## config.mk

```make
export PLATFORM = sky130hd
export DESIGN_NAME = keypad_word_assembler
export DESIGN_NICKNAME = d
export VERILOG_FILES = /design/src/rtl/keypad_word_assembler.sv
export SDC_FILE = /design/constraint.sdc
export NUM_CORES = 1
export LEC_CHECK = 0
export CAP_MARGIN = 10
export CORE_MARGIN = 4
export CORE_UTILIZATION = 40
export CTS_CLUSTER_DIAMETER = 120
export CTS_CLUSTER_SIZE = 14
export DETAILED_ROUTE_END_ITERATION = 8
export GPL_ROUTABILITY_DRIVEN = 0
export GPL_TIMING_DRIVEN = 0
export PLACE_DENSITY = 0.81
export SKIP_CTS_REPAIR_TIMING = 1
export SYNTH_ARGS = -nofsm -noshare
export SYNTH_HDL_FRONTEND = slang
export SYNTH_SLANG_ARGS = --single-unit
```

## constraint.sdc

```tcl
create_clock -name clk -period 1.63 [get_ports clk]
set_clock_uncertainty 0.05 [all_clocks]
set_input_delay 0.489 -clock clk [delete_from_list [all_inputs] [get_ports clk]]
set_output_delay 0.489 -clock clk [all_outputs]
set_load 0.05 [all_outputs]
```

## src/rtl/keypad_word_assembler.sv

```systemverilog
// Collects keypad nibbles into an address and a data word while the lock is open,
// then offers the finished word to a memory write port over a valid/ready handshake.
module keypad_word_assembler #(
  parameter int ADDR_NIBBLES = 1,
  parameter int DATA_NIBBLES = 2,
  parameter bit AUTO_INC     = 1'b1,
  localparam int CNT_W       = $clog2(DATA_NIBBLES + 1)
) (
  input  logic                      clk,
  input  logic                      rst,
  input  logic                      on,
  input  logic                      o_unlock,
  input  logic                      en_key,
  input  logic [3:0]                key,
  input  logic                      addr_data,
  input  logic                      clr,
  input  logic                      commit,
  input  logic                      wr_ready,
  output logic                      wr_valid,
  output logic [4*ADDR_NIBBLES-1:0] addr_out,
  output logic [4*DATA_NIBBLES-1:0] data_out,
  output logic [CNT_W-1:0]          data_cnt,
  output logic                      overflow,
  output logic                      commit_err
);

  localparam int AW = 4 * ADDR_NIBBLES;
  localparam int DW = 4 * DATA_NIBBLES;
  localparam logic [CNT_W-1:0] FULL_CNT = CNT_W'(DATA_NIBBLES);

  typedef enum logic {
    ENTRY    = 1'b0,
    WAIT_ACK = 1'b1
  } state_t;

  state_t        state;
  logic          data_full;
  logic [AW-1:0] addr_shifted;
  logic [DW-1:0] data_with_key;

  assign data_full = (data_cnt == FULL_CNT);

  // New address nibble enters at the bottom; the oldest one falls off the top.
  generate
    if (ADDR_NIBBLES == 1) begin : g_addr_one
      assign addr_shifted = key;
    end else begin : g_addr_multi
      assign addr_shifted = {addr_out[AW-5:0], key};
    end
  endgenerate

  generate
    for (genvar gi = 0; gi < DATA_NIBBLES; gi++) begin : g_nibble
      assign data_with_key[4*gi +: 4] = (data_cnt == CNT_W'(gi)) ? key : data_out[4*gi +: 4];
    end
  endgenerate

  always_ff @(posedge clk) begin
    if (rst) begin
      state      <= ENTRY;
      wr_valid   <= 1'b0;
      addr_out   <= '0;
      data_out   <= '0;
      data_cnt   <= '0;
      overflow   <= 1'b0;
      commit_err <= 1'b0;
    end else begin
      overflow   <= 1'b0;
      commit_err <= 1'b0;
      // Losing the unlock aborts any pending write but keeps the address.
      if (!o_unlock) begin
        state    <= ENTRY;
        wr_valid <= 1'b0;
        data_out <= '0;
        data_cnt <= '0;
      end else if (on) begin
        case (state)
          ENTRY: begin
            if (commit && data_full) begin
              state    <= WAIT_ACK;
              wr_valid <= 1'b1;
            end else begin
              if (commit) begin
                commit_err <= 1'b1;
              end
              if (clr) begin
                data_out <= '0;
                data_cnt <= '0;
              end else if (en_key) begin
                if (addr_data) begin
                  addr_out <= addr_shifted;
                end else if (data_full) begin
                  overflow <= 1'b1;
                end else begin
                  data_out <= data_with_key;
                  data_cnt <= data_cnt + 1'b1;
                end
              end
            end
          end
          WAIT_ACK: begin
            if (wr_ready) begin
              state    <= ENTRY;
              wr_valid <= 1'b0;
              data_out <= '0;
              data_cnt <= '0;
              if (AUTO_INC) begin
                addr_out <= addr_out + 1'b1;
              end
            end
          end
          default: state <= ENTRY;
        endcase
      end
    end
  end

endmodule

```

==> summary.txt, run 1 <==
Placement
  – Count of input and output buffers: 29
  – Half-perimeter wire length after detailed placement: 1780 um

Floorplanning
  – Total I/O pin count: 30
  – Chip width: 56.6 um
  – Number of core rows: 17
  – Starting density of the core: 0.423
  – Core area: 2230 sq um
  – Die boundary height: 56.6 um
  – Die Footprint: 3200 sq um

Synthesis
  – Area share of xor/xnor cells in the synthesized design: 0.00927
  – Async set-or-reset flop fraction in the synthesized netlist: 0
  – Post-synthesis sequential area ratio: 0.381
  – Area fraction in compound gates after synthesis: 0.159
  – EDFF count, synth: 0
  – Most used DFF post-synth: sky130_fd_sc_hd__dfxtp_1
  – Seq cells post-synth: 18
  – Number of instances in the synthesized netlist: between 100 and 150
  – Share of synthesized area spent on multiplexers: 0.0954
  – Syn Std Cell Area: between 900 and 1000 sq um
  – Number of synthesis warnings: 0
  – Main combinational cell family by area after synthesis: simple AND/OR/NAND/NOR gates
  – Arithmetic-cell share of the synthesized area counting full adders, half adders and majority gates: 0.0530
  – Mean instance size in the synthesized netlist: about 9.3 sq um
  – Net Count, Synth: ~120
  – Number of unique standard cell types used by synthesis: 31
  – Simple-gate share of the synthesized area: 0.266

Clock network
  – TritonCTS clock tree: built
  – Number of sinks driven by the clock tree: 18
  – Later-pin clock latency in the skew report: between 200 and 300 ps
  – Clock-pin slew on the worst setup and hold paths: approximately 100 ps
  – Cell chosen for the clock root: sky130_fd_sc_hd__clkbuf_4
  – CTS H-tree lvls: 1
  – Clock Tree Buf Depth: 2
  – Number of buffers inserted during clock tree synthesis: 3

Cells and area
  – Most common library cell in the layout ignoring fill and taps: sky130_fd_sc_hd__dfxtp_1
  – # fillers: between 150 and 200
  – Fraction of layout instances using a drive strength above 1: 0.315
  – Final core area utilization: 0.631
  – Antenna cell count: 0
  – Post-layout nets: ~160
  – Post-synthesis to final-layout area growth: 49.3%
  – Commonest cells after routing, fill and taps aside: 15 x sky130_fd_sc_hd__dfxtp_1, 13 x sky130_fd_sc_hd__dlymetal6s2s_1, 12 x sky130_fd_sc_hd__nand2_1

GRT
  – Wire length of the first global-routing pass: between 3000 and 4000 um
  – Largest net degree at the start of global routing: 11
  – Antenna violations before repair: 0
  – Total global-route track usage: 0.149
  – Total congestion overflow after global routing: 0
  – Vias in the first global route: ~900

Setup path
  – CP max FO: 5
  – Data arrival time of the worst path: 1860 ps
  – Kind of critical path: register to register
  – Critical Path Sink Type: register
  – Data required, critical path: roughly 1800 ps
  – Startpoint types: register

Timing
  – Minimum setup slack in the final design: -53.2 ps
  – Transition time at the pin with the least slew margin: approximately 520 ps
  – Worst slew margin relative to its limit: 0.650
  – Fin Hold WS: 400 ps
  – Maximum frequency from static timing analysis: 594 MHz
  – RSZ-0062 raised after global routing: true
  – Max Transition Viols Final: 0
  – Shortest period the worst path allows: around 1700 ps
  – Final hold viol count: 0
  – Setup violation total in the final timing report: 1
  – Final cycle utilization of the critical path: 1.03

Power and ir drop
  – Overall Power: 0.917 mW
  – Peak supply drop: 0.443 mV
  – Leak pwr: around 0.71 nW
  – Pwr dens: around 650 nW/um^2

Route
  – Number of nets with antenna violations after routing: 0
  – Routed len/inst: 14.7 um
  – Overall routed net length: between 2000 and 3000 um
  – Post-route DRC: 0
  – Starting DRT DRC Count: 15
  – Via-to-Cell Ratio: between 5 and 6
  – Initial DRT Pass Iterations: 4
  – Vias: around 890

Worst hold path
  – Hold Crit Class: input pin to register

Outcome
  – Outcome: finished, violations left
  – Violations in the final reports: negative setup slack

Job
  – Max_cap viols: 0
worst max-delay path, cell delays in order (launching register included):
cell and delay (ps):
sky130_fd_sc_hd__dfxtp_4 380, sky130_fd_sc_hd__inv_4 40, sky130_fd_sc_hd__ha_4 170, sky130_fd_sc_hd__nor3b_4 240
sky130_fd_sc_hd__o2111ai_4 210, sky130_fd_sc_hd__or3_4 420, sky130_fd_sc_hd__a21oi_2 110
layout make-up:
type	count	area, sq um	area share
multi-input cells	78	597	0.423
flip-flops and latches	18	367	0.260
repair buffers	37	332	0.235
clock buffers	4	36.3	0.0257
well taps	28	35.0	0.0248
plain buffers	3	30.0	0.0213
inverters	3	13.8	0.00976
state kept, by name (all words and copies together), names as in the netlist:
name / count
commit_err: 1
addr_out: 4
wr_valid: 1
data_cnt: 2
data_out: 8
state: 1
overflow: 1
final timing paths:
path	slack, ps	from	to	cells past startpoint
max	-50	data_cnt[0]	data_cnt[0]	6
min	400	commit	overflow	2
max reg2reg	-50	data_cnt[0]	data_cnt[0]	6
min reg2reg	420	data_out[6]	data_out[6]	2
routing by layer:
metal  part of all wire  vias up  wire (um)  track usage
li1                   -      445          -            -
met2               0.53       19       1330        0.261
met4             0.0032        0          8       0.0542
met1               0.43      428       1100        0.179
met3              0.033        2         84       0.0253
met5                  0        -          0            0
stage by stage:
stage / setup slack (ps) / setup TNS, ps / instance area, sq um / instances
after global placement: -465 / -6160 / 1290 / 159
final: -53.2 / -53.2 / 1410 / 171
after CTS: -477 / -8180 / 1330 / 163
after global routing: -122 / -442 / 1410 / 171
after detailed placement: -525 / -7070 / 1290 / 159
after floorplan: -93.3 / -93.3 / 965 / 102
power breakdown:
group	switching, mW	internal (mW)
combinational	0.101	0.0859
clock	0.141	0.136
sequential	0.00659	0.446
cells by family (layout without fill, tap and decap cells):
family,count (synthesis),in the layout
adder cells (fa/ha/maj),4,4
AND/OR/NAND/NOR,46,46
buffers and inverters,6,47
multiplexers,9,9
flip-flops,18,18
XOR/XNOR,1,1
AO/OA/AOI/OAI,18,18
cells in the mapped netlist (2+ instances only):
library cell,instances,area share
sky130_fd_sc_hd__inv_1,3,0.012
sky130_fd_sc_hd__mux2i_1,9,0.095
sky130_fd_sc_hd__dfxtp_1,18,0.38
sky130_fd_sc_hd__a21oi_1,6,0.032
sky130_fd_sc_hd__a31oi_1,2,0.013
sky130_fd_sc_hd__nand3_1,6,0.032
sky130_fd_sc_hd__nand3b_1,2,0.016
sky130_fd_sc_hd__nor2_4,2,0.024
sky130_fd_sc_hd__nand2_1,12,0.048
sky130_fd_sc_hd__nand4_1,2,0.013
sky130_fd_sc_hd__ha_1,4,0.053
sky130_fd_sc_hd__nor2b_1,2,0.013
sky130_fd_sc_hd__nand2b_1,3,0.020
sky130_fd_sc_hd__o21ai_0,2,0.011
sky130_fd_sc_hd__a311oi_1,3,0.028
sky130_fd_sc_hd__nor2_1,11,0.044
No activity file was read; power rests on OpenSTA's default activity.
==> run 2, diff against run 1 <==
--- a/config.mk
+++ b/config.mk
@@ -6,13 +6,12 @@
 export NUM_CORES = 1
 export LEC_CHECK = 0
 export CAP_MARGIN = 10
-export CORE_MARGIN = 4
+export CORE_MARGIN = 5
 export CORE_UTILIZATION = 40
 export CTS_CLUSTER_DIAMETER = 120
 export CTS_CLUSTER_SIZE = 14
 export DETAILED_ROUTE_END_ITERATION = 8
 export GPL_ROUTABILITY_DRIVEN = 0
-export GPL_TIMING_DRIVEN = 0
 export PLACE_DENSITY = 0.81
 export SKIP_CTS_REPAIR_TIMING = 1
 export SYNTH_ARGS = -nofsm -noshare
==> run 2 against run 1 <==
  * The run still ends with negative setup slack left
  * Flip-flop and latch count stayed put
  * Worst setup slack better by 49 ps
  * Non-clock buffer count is 7 higher
  * Cell area is 17% higher
  * Total power is 3.7% higher
  * Cell count is 4.1% higher
  * Critical endpoint is now data_out[6]
==> summary.txt, run 2 (synthesized netlist as in run 1, its figures left out) <==
Cells and area
  – # fillers: 156 (-22%)
  – Flip-flop count of the largest register, all copies and words added: 8 (unchanged)
  – Post-synthesis to final-layout area growth: 74.2%
  – Antenna cell count: 0 (unchanged)
  – Top reg by flops: data_out
  – Sequential cell area: 365 sq um (-0.34%)
  – Most common library cell in the layout ignoring fill and taps: sky130_fd_sc_hd__buf_12
  – Area of the multi-input gates: 577 sq um (-3.4%)
  – Commonest cells after routing, fill and taps aside: 18 x sky130_fd_sc_hd__buf_12, 17 x sky130_fd_sc_hd__buf_4, 16 x sky130_fd_sc_hd__dfxtp_1
  – Fraction of layout instances using a drive strength above 1: 0.347 (+0.0320)
  – Post-route non-filler standard cell count: 178 (+4.1%)
  – Post-layout nets: 168 (+4.3%)
  – Biggest registers after layout: data_out (8), addr_out (4), data_cnt (2)

GRT
  – Total congestion overflow after global routing: 0 (unchanged)
  – Vias in the first global route: 1038 (+15%)
  – Wire length of the first global-routing pass: 4530 um (+19%)
  – Total global-route track usage: 0.169 (+0.0205)
  – Antenna violations before repair: 0 (unchanged)
  – Largest net degree at the start of global routing: 11 (unchanged)

Clock network
  – Later-pin clock latency in the skew report: 300 ps (about the same)
  – Cell chosen for the clock root: sky130_fd_sc_hd__clkbuf_4
  – CTS H-tree lvls: 1 (unchanged)
  – Clock Tree Buf Depth: 2 (unchanged)
  – TritonCTS clock tree: built
  – Clock-pin slew on the worst setup and hold paths: 110 ps (about the same)
  – Number of buffers inserted during clock tree synthesis: 3 (unchanged)
  – Number of sinks driven by the clock tree: 18 (unchanged)

Placement
  – Count of input and output buffers: 29 (unchanged)
  – Worst Setup Slack post-DPL: -485 ps (+39.6 ps)
  – Half-perimeter wire length after detailed placement: 2160 um (+21%)
  – Cells after DPL: 172 (+8.2%)

Timing
  – Setup violation total in the final timing report: 2 (+1)
  – Max Transition Viols Final: 0 (unchanged)
  – RSZ-0062 raised after global routing: true
  – Transition time at the pin with the least slew margin: 276 ps (-248 ps)
  – Minimum setup slack in the final design: -3.81 ps (+49.4 ps)
  – Final cycle utilization of the critical path: 1.00 (-0.0303)
  – Shortest period the worst path allows: 1630 ps (-49.4 ps)
  – Final hold viol count: 0 (unchanged)
  – Summed negative setup slack over all endpoints: -4.30 ps (+48.9 ps)
  – Maximum frequency from static timing analysis: 612 MHz (+3.0%)
  – Worst slew margin relative to its limit: 0.815 (+0.165)

Setup path
  – Startpoint of the worst register-to-register path: data_cnt[0]
  – Flop-to-flop setup slack: 20 ps (+70 ps)
  – Data required, critical path: 1810 ps (about the same)
  – Startpoint types: input pin
  – Kind of critical path: input pin to register
  – Data arrival time of the worst path: 1810 ps (-50 ps)
  – CP max FO: 4 (-1)
  – Critical Path Sink Type: register
  – Critical path origin: wr_ready

Floorplanning
  – Core area: 2230 sq um (unchanged)
  – Die Footprint: 3430 sq um (+7.2%)
  – Die boundary height: 58.6 um (+3.5%)
  – Total I/O pin count: 30 (unchanged)
  – Starting density of the core: 0.423 (unchanged)
  – Chip width: 58.6 um (+3.5%)
  – Number of core rows: 17 (unchanged)

Power and ir drop
  – Peak supply drop: 0.612 mV (+38%)
  – Overall Power: 0.951 mW (+3.7%)
  – Pwr dens: 578 nW/um^2 (-11%)
  – Leak pwr: 0.670 nW (-5.9%)

Route
  – Number of nets with antenna violations after routing: 0 (unchanged)
  – Overall routed net length: 2650 um (+5.2%)
  – Routed wl met3: 154 um (+83%)
  – Top Layer Used: met4
  – Vias: 938 (+4.9%)
  – Starting DRT DRC Count: 21 (+6)
  – Initial DRT Pass Iterations: 4 (unchanged)
  – Post-route DRC: 0 (unchanged)
  – Routed len/inst: 14.9 um (+1.0%)
  – Via-to-Cell Ratio: 5.27 (+0.80%)
  – Wire length on met2: 1440 um (+8.2%)
  – M1 WL: 1020 um (-6.7%)

Worst hold path
  – Startpoint of the tightest hold check path: data_out[0]
  – Hold Crit Class: register to register

Outcome
  – Violations in the final reports: negative setup slack
  – Outcome: finished, violations left

Job
  – Max_cap viols: 0 (unchanged)
-- run 2: final timing paths --
check / end / cells past startpoint
worst max-delay path: data_out[6] / 6
worst max register to register: data_out[6] / 7
worst min-delay path: data_out[0] / 2
worst min register to register: data_out[0] / 2
-- run 2: worst max-delay path, stage by stage --
cell                              delay (ps)
sky130_fd_sc_hd__clkdlybuf4s50_1         470
sky130_fd_sc_hd__nand2b_1                180
sky130_fd_sc_hd__o2111ai_4               140
sky130_fd_sc_hd__buf_12                  170
sky130_fd_sc_hd__nor2_4                  160
sky130_fd_sc_hd__mux2i_1                 210
-- run 2: area by class of cell --
class | count | area share
Inverter | 3 | 0.00837
Clock buffer | 4 | 0.0221
Sequential cell | 18 | 0.222
Tap cell | 28 | 0.0213
Timing Repair Buffer | 47 | 0.376
Multi-Input combinational cell | 78 | 0.351
-- run 2: routing by layer --
| layer | global-route usage | up-vias |
|---|---|---|
| li1 | - | 460 |
| met1 | 0.172 | 442 |
| met2 | 0.332 | 30 |
| met3 | 0.0417 | 6 |
| met4 | 0.0550 | 0 |
| met5 | 0 | - |
-- run 2: report_power, final --
part | internal [mW] | switching [mW]
clock network | 0.136 | 0.147
registers | 0.446 | 0.00995
logic | 0.112 | 0.0998
total | 0.694 | 0.257
-- run 2: per-stage QoR --
stage               cell area (sq um)  hold WS [ps]   util
global route                     1650           483  0.737
finish                           1650           459  0.737
floorplan                         965           511      -
global placement                 1570           435  0.703
CTS                              1610           459  0.719
detailed placement               1570           444  0.703
==> run 3, diff against run 2 <==
--- a/config.mk
+++ b/config.mk
@@ -13,7 +13,6 @@
 export DETAILED_ROUTE_END_ITERATION = 8
 export GPL_ROUTABILITY_DRIVEN = 0
 export PLACE_DENSITY = 0.81
-export SKIP_CTS_REPAIR_TIMING = 1
 export SYNTH_ARGS = -nofsm -noshare
 export SYNTH_HDL_FRONTEND = slang
 export SYNTH_SLANG_ARGS = --single-unit
==> run 3 against run 2 <==
  * The run still ends with negative setup slack left
  * Global-route usage rose by 0.27 points
  * First-iteration DRC count unchanged
  * Maximum frequency down 0.26%
  * Worst setup slack worse by 4.2 ps
  * Clock power barely moved
  * Utilization down 0.22 points
  * Cell count is 0.56% higher
  * Sequential share of layout area increased by 0.14 points
  * Critical path depth rose by 1
  * Via count is 3.2% higher
  * Highest routed layer unchanged
  * Largest power group unchanged
  * Cell area down 0.30%
  * Non-clock buffer count increased by 1
==> summary.txt, run 3 (synthesized netlist as in run 1, its figures left out) <==
Floorplanning
  – Total I/O pin count: 30 (unchanged)
  – Number of core rows: 17 (unchanged)
  – Die Footprint: 3430 sq um (unchanged)
  – Die boundary height: 58.6 um (unchanged)
  – Core area: 2230 sq um (unchanged)
  – Chip width: 58.6 um (unchanged)
  – Starting density of the core: 0.423 (unchanged)

Outcome
  – Violations in the final reports: negative setup slack
  – Outcome: finished, violations left

Route
  – Vias: 968 (+3.2%)
  – Routed len/inst: 14.8 um (-0.56%)
  – Initial DRT Pass Iterations: 4 (unchanged)
  – Number of nets with antenna violations after routing: 0 (unchanged)
  – Via-to-Cell Ratio: 5.41 (+2.6%)
  – Overall routed net length: 2650 um (unchanged)
  – Starting DRT DRC Count: 21 (unchanged)
  – Post-route DRC: 0 (unchanged)

Timing
  – Shortest period the worst path allows: 1640 ps (+4.18 ps)
  – Final hold viol count: 0 (unchanged)
  – Final cycle utilization of the critical path: 1.00 (+0.00256)
  – Max Transition Viols Final: 0 (unchanged)
  – Transition time at the pin with the least slew margin: 277 ps (+1.11 ps)
  – Minimum setup slack in the final design: -7.99 ps (-4.18 ps)
  – Summed negative setup slack over all endpoints: -13.8 ps (-9.48 ps)
  – Maximum frequency from static timing analysis: 611 MHz (-0.26%)
  – RSZ-0062 raised after global routing: true
  – Worst slew margin relative to its limit: 0.814 (-0.00162)
  – Setup violation total in the final timing report: 2 (unchanged)

Clock network
  – Clock-pin slew on the worst setup and hold paths: 110 ps (about the same)
  – TritonCTS clock tree: built
  – CTS H-tree lvls: 1 (unchanged)
  – Cell chosen for the clock root: sky130_fd_sc_hd__clkbuf_4
  – Count of hold-fix buffers inserted at cts: 0
  – Clock Tree Buf Depth: 2 (unchanged)
  – Number of sinks driven by the clock tree: 18 (unchanged)
  – Later-pin clock latency in the skew report: 300 ps (about the same)
  – Number of buffers inserted during clock tree synthesis: 3 (unchanged)

Power and ir drop
  – Leak pwr: 0.649 nW (-3.2%)
  – Pwr dens: 581 nW/um^2 (+0.49%)
  – Overall Power: 0.953 mW (+0.19%)
  – Peak supply drop: 0.612 mV (about the same)

Setup path
  – Startpoint types: register
  – Critical Path Sink Type: register
  – Flop-to-flop setup slack: -8 ps (-30 ps)
  – Depth of the worst register-to-register path: 7 (unchanged)
  – Gate family responsible for the most delay along the worst path: simple AND/OR/NAND/NOR gates
  – Startpoint of the worst register-to-register path: data_cnt[0]
  – CP max FO: 4 (unchanged)
  – Kind of critical path: register to register
  – Critical register-to-register path endpoint: data_out[6]
  – Worst Setup EP: data_out[6]
  – Data required, critical path: 1810 ps (about the same)
  – WP buf/inv: 2 (unchanged)
  – Peak per-stage delay on the critical path: 370 ps (-100 ps)
  – Cell count along the critical path: 7 (+1)
  – Data arrival time of the worst path: 1820 ps (about the same)
  – Cell Chain, Critical Path: inv_4 -> ha_4 -> nor3b_4 -> o2111ai_4 -> buf_12 -> nor2_4 -> mux2i_1
  – Critical path origin: data_cnt[0]
  – Crit path max-delay cell type: sky130_fd_sc_hd__dfxtp_4

Cells and area
  – Final core area utilization: 0.734 (-0.00224)
  – Top reg by flops: data_out
  – Commonest cells after routing, fill and taps aside: 18 x sky130_fd_sc_hd__buf_12, 18 x sky130_fd_sc_hd__buf_4, 15 x sky130_fd_sc_hd__dfxtp_1
  – Biggest registers after layout: data_out (8), addr_out (4), data_cnt (2)
  – Antenna cell count: 0 (unchanged)
  – Post-synthesis to final-layout area growth: 73.6%
  – Flip-flop count of the largest register, all copies and words added: 8 (unchanged)
  – Fraction of layout instances using a drive strength above 1: 0.358 (+0.0109)
  – Post-layout nets: 169 (+0.60%)
  – Layout Cell Area excl Fill: 1640 sq um (-0.30%)

Placement
  – Half-perimeter wire length after detailed placement: 2160 um (unchanged)
  – Count of input and output buffers: 29 (unchanged)
  – Instance area after placement: 1570 sq um (unchanged)

Worst hold path
  – Hold Crit Class: register to register

GRT
  – Total global-route track usage: 0.172 (+0.00272)
  – Total congestion overflow after global routing: 0 (unchanged)
  – Largest net degree at the start of global routing: 11 (unchanged)
  – Vias in the first global route: 1058 (+1.9%)
  – Antenna violations before repair: 0 (unchanged)
  – Wire length of the first global-routing pass: 4590 um (+1.4%)

Job
  – Max_cap viols: 0 (unchanged)
## run 3: cell types whose count changed in the layout (fill, tap and decap cells not counted)
cell                             change
sky130_fd_sc_hd__nand2b_1            -1
sky130_fd_sc_hd__dfxtp_2             +1
sky130_fd_sc_hd__dlygate4sd2_1       +4
sky130_fd_sc_hd__a311oi_1            +1
sky130_fd_sc_hd__dlymetal6s2s_1      -4
sky130_fd_sc_hd__a311oi_2            -1
sky130_fd_sc_hd__buf_4               +1
sky130_fd_sc_hd__nand2b_4            +1
sky130_fd_sc_hd__dfxtp_1             -1
## run 3: final cells by class
| type | count | area (sq um) |
|---|---|---|
| sequential | 18 | 367 |
| inverter | 3 | 13.8 |
| multi-input combinational | 78 | 578 |
| tap | 28 | 35.0 |
| clock buffer | 4 | 36.3 |
| timing repair buffer | 48 | 611 |
| fill | 157 | 593 |
## run 3: repair_timing
action | 4_1_cts | 5_1_grt
endpoints found under the setup margin | 14 | 11
gates resized for setup | 8 | 1
buffers inserted | 2 | 1
pin swaps | 5 | 3
cloned | 0 | 0
## run 3: worst min path at each step
stage,startpoint,end,slack (ps),cells past startpoint
after floorplan,rst,addr_out[0],510,1
after global placement,data_out[5],data_out[5],440,2
after detailed placement,data_out[0],data_out[0],440,2
after CTS,data_out[0],data_out[0],460,2
after global routing,data_out[0],data_out[0],490,2
final,data_out[0],data_out[0],460,2
## run 3: stage by stage
step / cells / setup WS [ps] / hold WS (ps)
2_1_floorplan: 102 / -93.3 / 511
3_3_place_gp: 172 / -388 / 435
3_5_place_dp: 172 / -485 / 444
4_1_cts: 178 / -5.36 / 459
5_1_grt: 179 / -79.1 / 485
6_report: 179 / -7.99 / 456
## run 3: worst reg2reg max path: stages, from the launching register on
cell and delay [ps]:
sky130_fd_sc_hd__dfxtp_4 370, sky130_fd_sc_hd__inv_4 40, sky130_fd_sc_hd__ha_4 160, sky130_fd_sc_hd__nor3b_4 250, sky130_fd_sc_hd__o2111ai_4 150, sky130_fd_sc_hd__buf_12 160
sky130_fd_sc_hd__nor2_4 160, sky130_fd_sc_hd__mux2i_1 230
## run 3: where the power goes
part / internal [mW] / leakage, nW / switching [mW]
Sequential: 0.446 / 0.147 / 0.0103
Combinational: 0.112 / 0.481 / 0.0991
Clock: 0.136 / 0.0210 / 0.149
Total: 0.695 / 0.649 / 0.258
## run 3: per-layer routing
metal	vias up	global-route usage	wire length [um]
li1	464	-	-
met1	458	0.172	983
met2	38	0.338	1480
met3	8	0.0417	149
met4	0	0.0615	43
met5	-	0	0
